File: src/rtl/pwm_capture.sv
// ---------------------------------------------------------------------------
// pwm_capture
//   Measures an incoming asynchronous PWM waveform. It reports the period
//   (clk cycles between rising edges) and the high time of that same period.
//   If no rising edge arrives for TIMEOUT_CYCLES it reports a zeroed result
//   and raises stuck. stuck_level records which level the input was stuck at.
//
//   Optional feature macro: PWM_CAPTURE_FILTER_EN
//     When defined, a glitch filter follows the synchronizer. The filtered
//     level changes only after the synchronized input has held its new
//     value for FILTER_LEN consecutive cycles.
//
// Ports
//   clk          in   system clock
//   rst          in   synchronous active-high reset (clears every output)
//   pwm_in       in   asynchronous PWM input
//   period_out   out  [CNT_W] last complete period in clk cycles
//   high_out     out  [CNT_W] high time of that period in clk cycles
//   valid        out  one-cycle strobe when period_out/high_out update
//   stuck        out  high while the input is in timeout
//   stuck_level  out  filtered input level captured at timeout entry
// ---------------------------------------------------------------------------
module pwm_capture #(
   parameter int CNT_W          = 16,
   parameter int TIMEOUT_CYCLES = 40000,
   parameter int FILTER_LEN     = 4
) (
   input  logic             clk,
   input  logic             rst,
   input  logic             pwm_in,
   output logic [CNT_W-1:0] period_out,
   output logic [CNT_W-1:0] high_out,
   output logic             valid,
   output logic             stuck,
   output logic             stuck_level
);

   localparam logic [CNT_W-1:0] TIMEOUT_VAL = CNT_W'(TIMEOUT_CYCLES);
   localparam logic [CNT_W-1:0] CNT_MAX     = '1;

   typedef enum logic [1:0] {S_IDLE, S_HIGH, S_LOW} state_t;

   // --- input synchronizer -------------------------------------------------
   logic r_sync1;
   logic r_sync2;

   always_ff @(posedge clk) begin
      if (rst) begin
         r_sync1 <= 1'b0;
         r_sync2 <= 1'b0;
      end else begin
         r_sync1 <= pwm_in;
         r_sync2 <= r_sync1;
      end
   end

   // --- optional glitch filter ---------------------------------------------
   logic w_lvl;

`ifdef PWM_CAPTURE_FILTER_EN
   localparam int                FCW       = $clog2(FILTER_LEN + 1);
   localparam logic [FCW-1:0]    FILT_LAST = FCW'(FILTER_LEN - 1);

   logic [FCW-1:0] r_filt_cnt;
   logic           r_filt_lvl;

   // r_filt_cnt counts the cycles the synchronized input has disagreed with
   // the filtered level. Any return to agreement restarts the count, so
   // pulses shorter than FILTER_LEN never reach the output.
   always_ff @(posedge clk) begin
      if (rst) begin
         r_filt_cnt <= '0;
         r_filt_lvl <= 1'b0;
      end else if (r_sync2 == r_filt_lvl) begin
         r_filt_cnt <= '0;
      end else if (r_filt_cnt == FILT_LAST) begin
         r_filt_lvl <= r_sync2;
         r_filt_cnt <= '0;
      end else begin
         r_filt_cnt <= r_filt_cnt + 1'b1;
      end
   end

   assign w_lvl = r_filt_lvl;
`else
   // The filter length has no effect in this build. It is still referenced
   // here so that it remains a live parameter.
   logic w_unused_filter_len;
   assign w_unused_filter_len = (FILTER_LEN >= 1);
   assign w_lvl               = r_sync2;
`endif

   // --- edge detect and cycle counter --------------------------------------
   logic             r_lvl_d;
   logic             w_rise;
   logic             w_fall;
   logic [CNT_W-1:0] r_cnt;

   assign w_rise = w_lvl & ~r_lvl_d;
   assign w_fall = ~w_lvl & r_lvl_d;

   always_ff @(posedge clk) begin
      if (rst) begin
         r_lvl_d <= 1'b0;
         r_cnt   <= '0;
      end else begin
         r_lvl_d <= w_lvl;
         if (w_rise)
            r_cnt <= CNT_W'(1);
         else if (r_cnt != CNT_MAX)
            r_cnt <= r_cnt + 1'b1;
      end
   end

   // --- measurement FSM ----------------------------------------------------
   state_t r_state;
   state_t w_state_nxt;
   logic   w_meas_done;
   logic   w_timeout;
   logic   w_hi_capture;

   always_ff @(posedge clk) begin
      if (rst)
         r_state <= S_IDLE;
      else
         r_state <= w_state_nxt;
   end

   always_comb begin
      w_state_nxt = r_state;
      case (r_state)
         S_IDLE: if (w_rise) w_state_nxt = S_HIGH;
         S_HIGH: begin
            if (w_timeout)   w_state_nxt = S_IDLE;
            else if (w_fall) w_state_nxt = S_LOW;
         end
         S_LOW: begin
            if (w_rise)         w_state_nxt = S_HIGH;
            else if (w_timeout) w_state_nxt = S_IDLE;
         end
         default: w_state_nxt = S_IDLE;
      endcase
   end

   // A rise in the timeout cycle completes the measurement instead of
   // timing out. This is why w_timeout is qualified with ~w_rise.
   always_comb begin
      w_meas_done  = (r_state == S_LOW) && w_rise;
      w_timeout    = (r_state != S_IDLE) && (r_cnt == TIMEOUT_VAL) && !w_rise;
      w_hi_capture = (r_state == S_HIGH) && w_fall;
   end

   // --- result registers ---------------------------------------------------
   logic [CNT_W-1:0] r_hi_lat;
   logic [CNT_W-1:0] r_period;
   logic [CNT_W-1:0] r_high;
   logic             r_valid;
   logic             r_stuck;
   logic             r_stuck_level;

   always_ff @(posedge clk) begin
      if (rst) begin
         r_hi_lat      <= '0;
         r_period      <= '0;
         r_high        <= '0;
         r_valid       <= 1'b0;
         r_stuck       <= 1'b0;
         r_stuck_level <= 1'b0;
      end else begin
         r_valid <= w_meas_done | w_timeout;
         if (w_hi_capture)
            r_hi_lat <= r_cnt;
         if (w_meas_done) begin
            r_period <= r_cnt;
            r_high   <= r_hi_lat;
            r_stuck  <= 1'b0;
         end else if (w_timeout) begin
            r_period      <= '0;
            r_high        <= '0;
            r_stuck       <= 1'b1;
            r_stuck_level <= w_lvl;
         end
      end
   end

   assign period_out  = r_period;
   assign high_out    = r_high;
   assign valid       = r_valid;
   assign stuck       = r_stuck;
   assign stuck_level = r_stuck_level;

endmodule

File: config.mk
export PLATFORM = sky130hd
export DESIGN_NAME = pwm_capture
export DESIGN_NICKNAME = d
export VERILOG_FILES = /design/src/rtl/pwm_capture.sv
export SDC_FILE = /design/constraint.sdc
export NUM_CORES = 1
export LEC_CHECK = 0
export ABC_AREA = 0
export BUFFER_PORTS_ARGS = -buffer_cell sky130_fd_sc_hd__buf_2
export CORE_ASPECT_RATIO = 1.25
export CORE_UTILIZATION = 53
export CTS_BUF_LIST = sky130_fd_sc_hd__clkbuf_4 sky130_fd_sc_hd__clkbuf_8
export DETAILED_ROUTE_END_ITERATION = 7
export PLACE_DENSITY = 0.81
export SETUP_SLACK_MARGIN = 0.15
export SYNTH_ARGS = -nofsm -noshare
export SYNTH_HDL_FRONTEND = slang
export SYNTH_SLANG_ARGS = --single-unit
File: constraint.sdc
create_clock -name clk -period 2.05 [get_ports clk]
set_input_delay 0 -clock clk [delete_from_list [all_inputs] [get_ports clk]]
set_output_delay 0 -clock clk [all_outputs]
set_load 0.02 [all_outputs]
Yosys cells after proc, flatten, opt, wreduce, memory -nomap -nowiden
Index checks and enable logic that the tools add are counted.
W data, S select, Z words.
- equality and inequality tests: 7
- $add $sub $neg: 1
- bitwise operators: 6
- reduce and logical (&&, ||, !) cells: 13
- muxes and demuxes: 11
- operators by type and width (kind ; count):
    $mux W16 ; 3
    $add A16 B1 Y16 const B ; 1
    $eq A16 B16 Y1 const B ; 1
    $ne A16 B16 Y1 const B ; 1
    $mux W2 ; 5
    $ne A3 B3 Y1 const B ; 2
    $pmux W2 S3 ; 1
    $reduce_bool A2 Y1 ; 3
    $logic_and A1 B1 Y1 ; 4
    $reduce_or A2 Y1 ; 2
    $not A1 Y1 ; 3
    $reduce_and A3 Y1 ; 1
    $and A1 B1 Y1 ; 2
    $eq A2 B1 Y1 const B ; 1
    $eq A2 B2 Y1 const B ; 1
    $logic_not A2 Y1 ; 1
    $mux W1 ; 2
    $ne A2 B2 Y1 const B ; 1
    $reduce_and A2 Y1 ; 1
    $logic_not A1 Y1 ; 1
    $or A1 B1 Y1 ; 1
- logic and storage cells: 50
- input port bits: 3
- output and inout bits: 35
- bits in registers: 72

Logic depth before layout (Yosys ltp)
- depth in word-level cells: 7
- gate-level depth with buffers: 8
- depth with buffers taken out: 6

Worst setup path before layout
OpenSTA, ideal clock, no wires.
- path kind: register to register
- start: register r_cnt[3]
- end: register r_period[0], in the netlist period_out[0]
- stages on the path, launching flop included: 7
- required time: 1.933 ns
- library setup time: 0.117 ns
- setup slack: 0.140 ns
- buffers on the path: 2
- data arrival time: 1.794 ns
- period minus slack after synthesis: 1.910 ns
- cell sequence: dfxtp_1 -> buf_6 -> or4b_4 -> nor4_4 -> a31oi_4 -> buf_6 -> a22o_1
- word-level cells in the longest chain between the ends: 4
- ends and longest elaborated chain (item ; line ; RTL):
    start: declaration ; 97 ; logic [CNT_W-1:0] r_cnt;
    start signal: assignment ; 111 ; r_cnt <= r_cnt + 1'b1;
    $eq A16 B16 Y1 ; 149 ; w_timeout = (r_state != S_IDLE) && (r_cnt == TIMEOUT_VAL) && !w_rise;
    $logic_and A1 B1 Y1 (2 in series) ; 149 ;
    $reduce_bool A2 Y1 (no source line) ; -- ;
    end signal: assignment ; 174 ; r_period <= r_cnt;
    end: declaration ; 155 ; logic [CNT_W-1:0] r_period;
No other way between the ends.
A chain may end at the register's enable or synchronous reset.

Worst setup path after layout
- start: register r_cnt[8]
- end: register r_period[1], in the netlist period_out[1]
The elaborated chain is that of the path after synthesis.

==> flow_summary.toml <==
[routing]
vias = 2533
wl_met1_um = 2930
routed.top_layer = "met4"
drt-wirelength-per-cell_um = 17.3
drc = 0
ant_nets = 0
route.met2.wl_um = 3680
drt_first_iter_violations = 219
first_pass_iters = 5
vias_per_cell = 6.02
wl_met3_um = 412
routed_wl_um = 7290

[sta]
drv_slew = 0
finalClockSkew_ns = 0.0117
grt_setup_unrepaired = "true"
fmax_mhz = 532
slew-limit-headroom_pct = 58.5
period_share_pct = 91.7
fin_crit_ns = 1.88
hold_viol_final = 0
setup_tns_ns = 0
setup_viol = 0
worst_slew_pin_slew_ns = 0.623
whs_ns = 0.403

[power]
power_frac_comb_pct = 3.8
leakage_uw = 0.00139
vdd_drop_max_uv = 390
switching_share_pct = 23.7
powerDensity_nw_per_um2 = 758
clockPowerShare_pct = 42.2
power_uw = 2630
internal_power_uw = 2010
seqPwrFrac_pct = 54.0
p_sw_uw = 622

[cells_and_area]
layout.nets = 359
syn_to_final_growth_pct = 23.0
fin_cells = 421
layout-drive-gt1-share_pct = 25.3
stdcell_area_um2 = 3470
antennaDiodeCount = 0

[grt]
grt_pass1_vias = 2352
grt_pass1_wl_um = 11100
grt-ovfl-total = 0
grt_max_degree = 33
grtUsageTotal_pct = 26.6
antenna_found_initial = 0

[cts]
insertion_delay_ns = 0.35
clkTransAtPathRegs_ns = 0.08
clockBufferDepth = 2
cts_tree = "yes"
numCtsBuffers = 9
numClockSinks = 72
htreeDepth = 3
cts-root-buf = "clkbuf_8"

[yosys]
syn_area_um2 = 2820
synth_edf_count = 0
synth_top_area_cell = "dfxtp_1"
synth_top_area_share_pct = 51.1
netlist_top_cells_count = "dfxtp_1, nand2_1, a22o_1"
synth_cells = 296
ys.flop_type = "dfxtp_1"
avgSynthCellArea_um2 = 9.52
yosysMostFrequentCell = "dfxtp_1"
yosysSeqAreaShare_pct = 51.1
async_flop_share_pct = 0
yosysUniqueCellTypes = 47
ys_warn_count = 0
synth_seq_cells = 72
syn-num-nets = 301
synth.top_cells.by_area = "dfxtp_1, a22o_1, nand2_1, a21oi_1, buf_6"

[floorplan]
start_util_pct = 55.5
ios = 38
die_h_um = 83.5
die_w_um = 67.2
rows = 29
die-area_um2 = 5620
core_area_um2 = 5080

[hold_path]
hold-path-cell-count = 3
holdCritPathClass = "input pin to flip-flop"

[setup_path]
cp-start-kind = "flip-flop"
cp.required_ns = 2.30
regToRegStartpoint = "r_cnt[8]$_SDFFE_PP0P_"
max_stage_delay_ns = 0.55
r2r-end = "period_out[1]$_SDFFE_PP0P_"
cp_max_fo = 8
crit_path_top_delay_cell = "or4b_4"
worstSetupEndpointType = "flip-flop"
crit_family = "simple AND/OR/NAND/NOR gates"
cp.arrival_ns = 2.13
path_buf_inv = 1
worstPathCellList = "or4b_4 > nor4_4 > buf_4 > a31oi_4 > a22o_1"
r2r_cells = 5
cp_num_cells = 5
critical_path_class = "flip-flop to flip-flop"
reg2reg_slack_ns = 0.17
cp-endpoint = "period_out[1]$_SDFFE_PP0P_"
crit_start = "r_cnt[8]$_SDFFE_PP0P_"

[place]
place_congestion = 0.918
io_buffers = 37
placed_cell_area_um2 = 3150
place.detailed.instances = 397
hpwlAfterDp_um = 4440

[job]
drv_cap = 0

[run_status]
status = "completed"
==> cells in the final DEF, fill, tap and decap left out, types with 3 or more instances in the layout <==
cell | netlist | final
and2_1 | 3 | 3
nand2b_1 | 3 | 3
clkbuf_8 | 0 | 9
a31oi_4 | 1 | 4
mux2i_1 | 3 | 3
nor2_1 | 7 | 6
inv_1 | 6 | 6
and3_1 | 3 | 3
nand3_1 | 6 | 6
a22o_1 | 32 | 32
dfxtp_1 | 72 | 71
nor3_1 | 7 | 7
a211oi_1 | 5 | 5
nand4_1 | 4 | 4
clkinv_2 | 0 | 3
nor2b_1 | 5 | 5
nand2_1 | 48 | 48
or3_1 | 5 | 5
a21oi_1 | 28 | 28
buf_2 | 5 | 37
buf_4 | 0 | 25
==> final cells by class <==
type                    count  area (um2)
clock buffers               9         124
inverters                   6        22.5
multi-input cells         200        1330
repair buffers             65         404
well taps                  62        77.6
fillers                   400        1610
clock inverters             7        71.3
flip-flops and latches     72        1440
==> sequential cells by signal (all words and copies together), names as in the netlist, 2 cells and up <==
register and flops:
high_out 16, period_out 16, r_cnt 16, r_hi_lat 16, r_state 2
==> per-stage QoR <==
| step | utilization [%] | setup slack (ns) |
|---|---|---|
| 2_1_floorplan | - | 0.163 |
| 3_3_place_gp | 61.9 | 0.0400 |
| 3_5_place_dp | 61.9 | -0.0267 |
| 4_1_cts | 67.0 | 0.125 |
| 5_1_grt | 68.3 | 0.0980 |
| 6_report | 68.3 | 0.171 |
==> worst min-delay path, delay by kind of cell <==
kind | cells | cell delay (ns)
buffers and inverters | 2 | 0.61
AND/OR/NAND/NOR | 1 | 0.11
==> per-layer routing <==
| metal | vias to the layer above | global-route usage, % |
|---|---|---|
| li1 | 1196 | - |
| met1 | 1212 | 30.2 |
| met2 | 99 | 44.5 |
| met3 | 26 | 7.65 |
| met4 | 0 | 12.2 |
| met5 | - | 0 |
==> power by group through the flow <==
| stage | combinational, uW | sequential, uW | clock (uW) |
|---|---|---|---|
| 6_report | 101 | 1420 | 1110 |
| 5_1_grt | 110 | 1420 | 1190 |
| 4_1_cts | 90.4 | 1420 | 1120 |
| 3_5_place_dp | 82.6 | 1450 | 0 |
| 3_3_place_gp | 79.7 | 1450 | 0 |
| 2_1_floorplan | 64.4 | 1450 | 0 |
==> how the worst min path moves through the flow <==
| stage | start | end | slack (ns) |
|---|---|---|---|
| 3_5_place_dp | pwm_in | r_sync1$_SDFF_PP0_ | 0.22 |
| 2_1_floorplan | pwm_in | r_sync1$_SDFF_PP0_ | 0.13 |
| 5_1_grt | pwm_in | r_sync1$_SDFF_PP0_ | 0.40 |
| 3_3_place_gp | pwm_in | r_sync1$_SDFF_PP0_ | 0.21 |
| 4_1_cts | pwm_in | r_sync1$_SDFF_PP0_ | 0.39 |
| 6_report | pwm_in | r_sync1$_SDFF_PP0_ | 0.40 |
==> cell families after synthesis <==
logic type / Yosys count / synth area share (%)
simple gates: 105 / 19.4
compound gates: 85 / 22.1
flops: 72 / 51.1
buf+inv: 27 / 4.88
mux: 3 / 1.07
xor+xnor: 2 / 0.622
fa+ha+maj: 2 / 0.888
==> what timing repair did <==
| action | in CTS | in global routing |
|---|---|---|
| setup buffers | 3 | 0 |
| hold buffers | 2 | 0 |
| pin swaps | 2 | 30 |
| setup endpoints to repair | 32 | 36 |
| resized for setup | 1 | 7 |
| gates cloned | 1 | 2 |
| hold endpoints to repair | 3 | 0 |
Power figures use the tool's default switching activity.
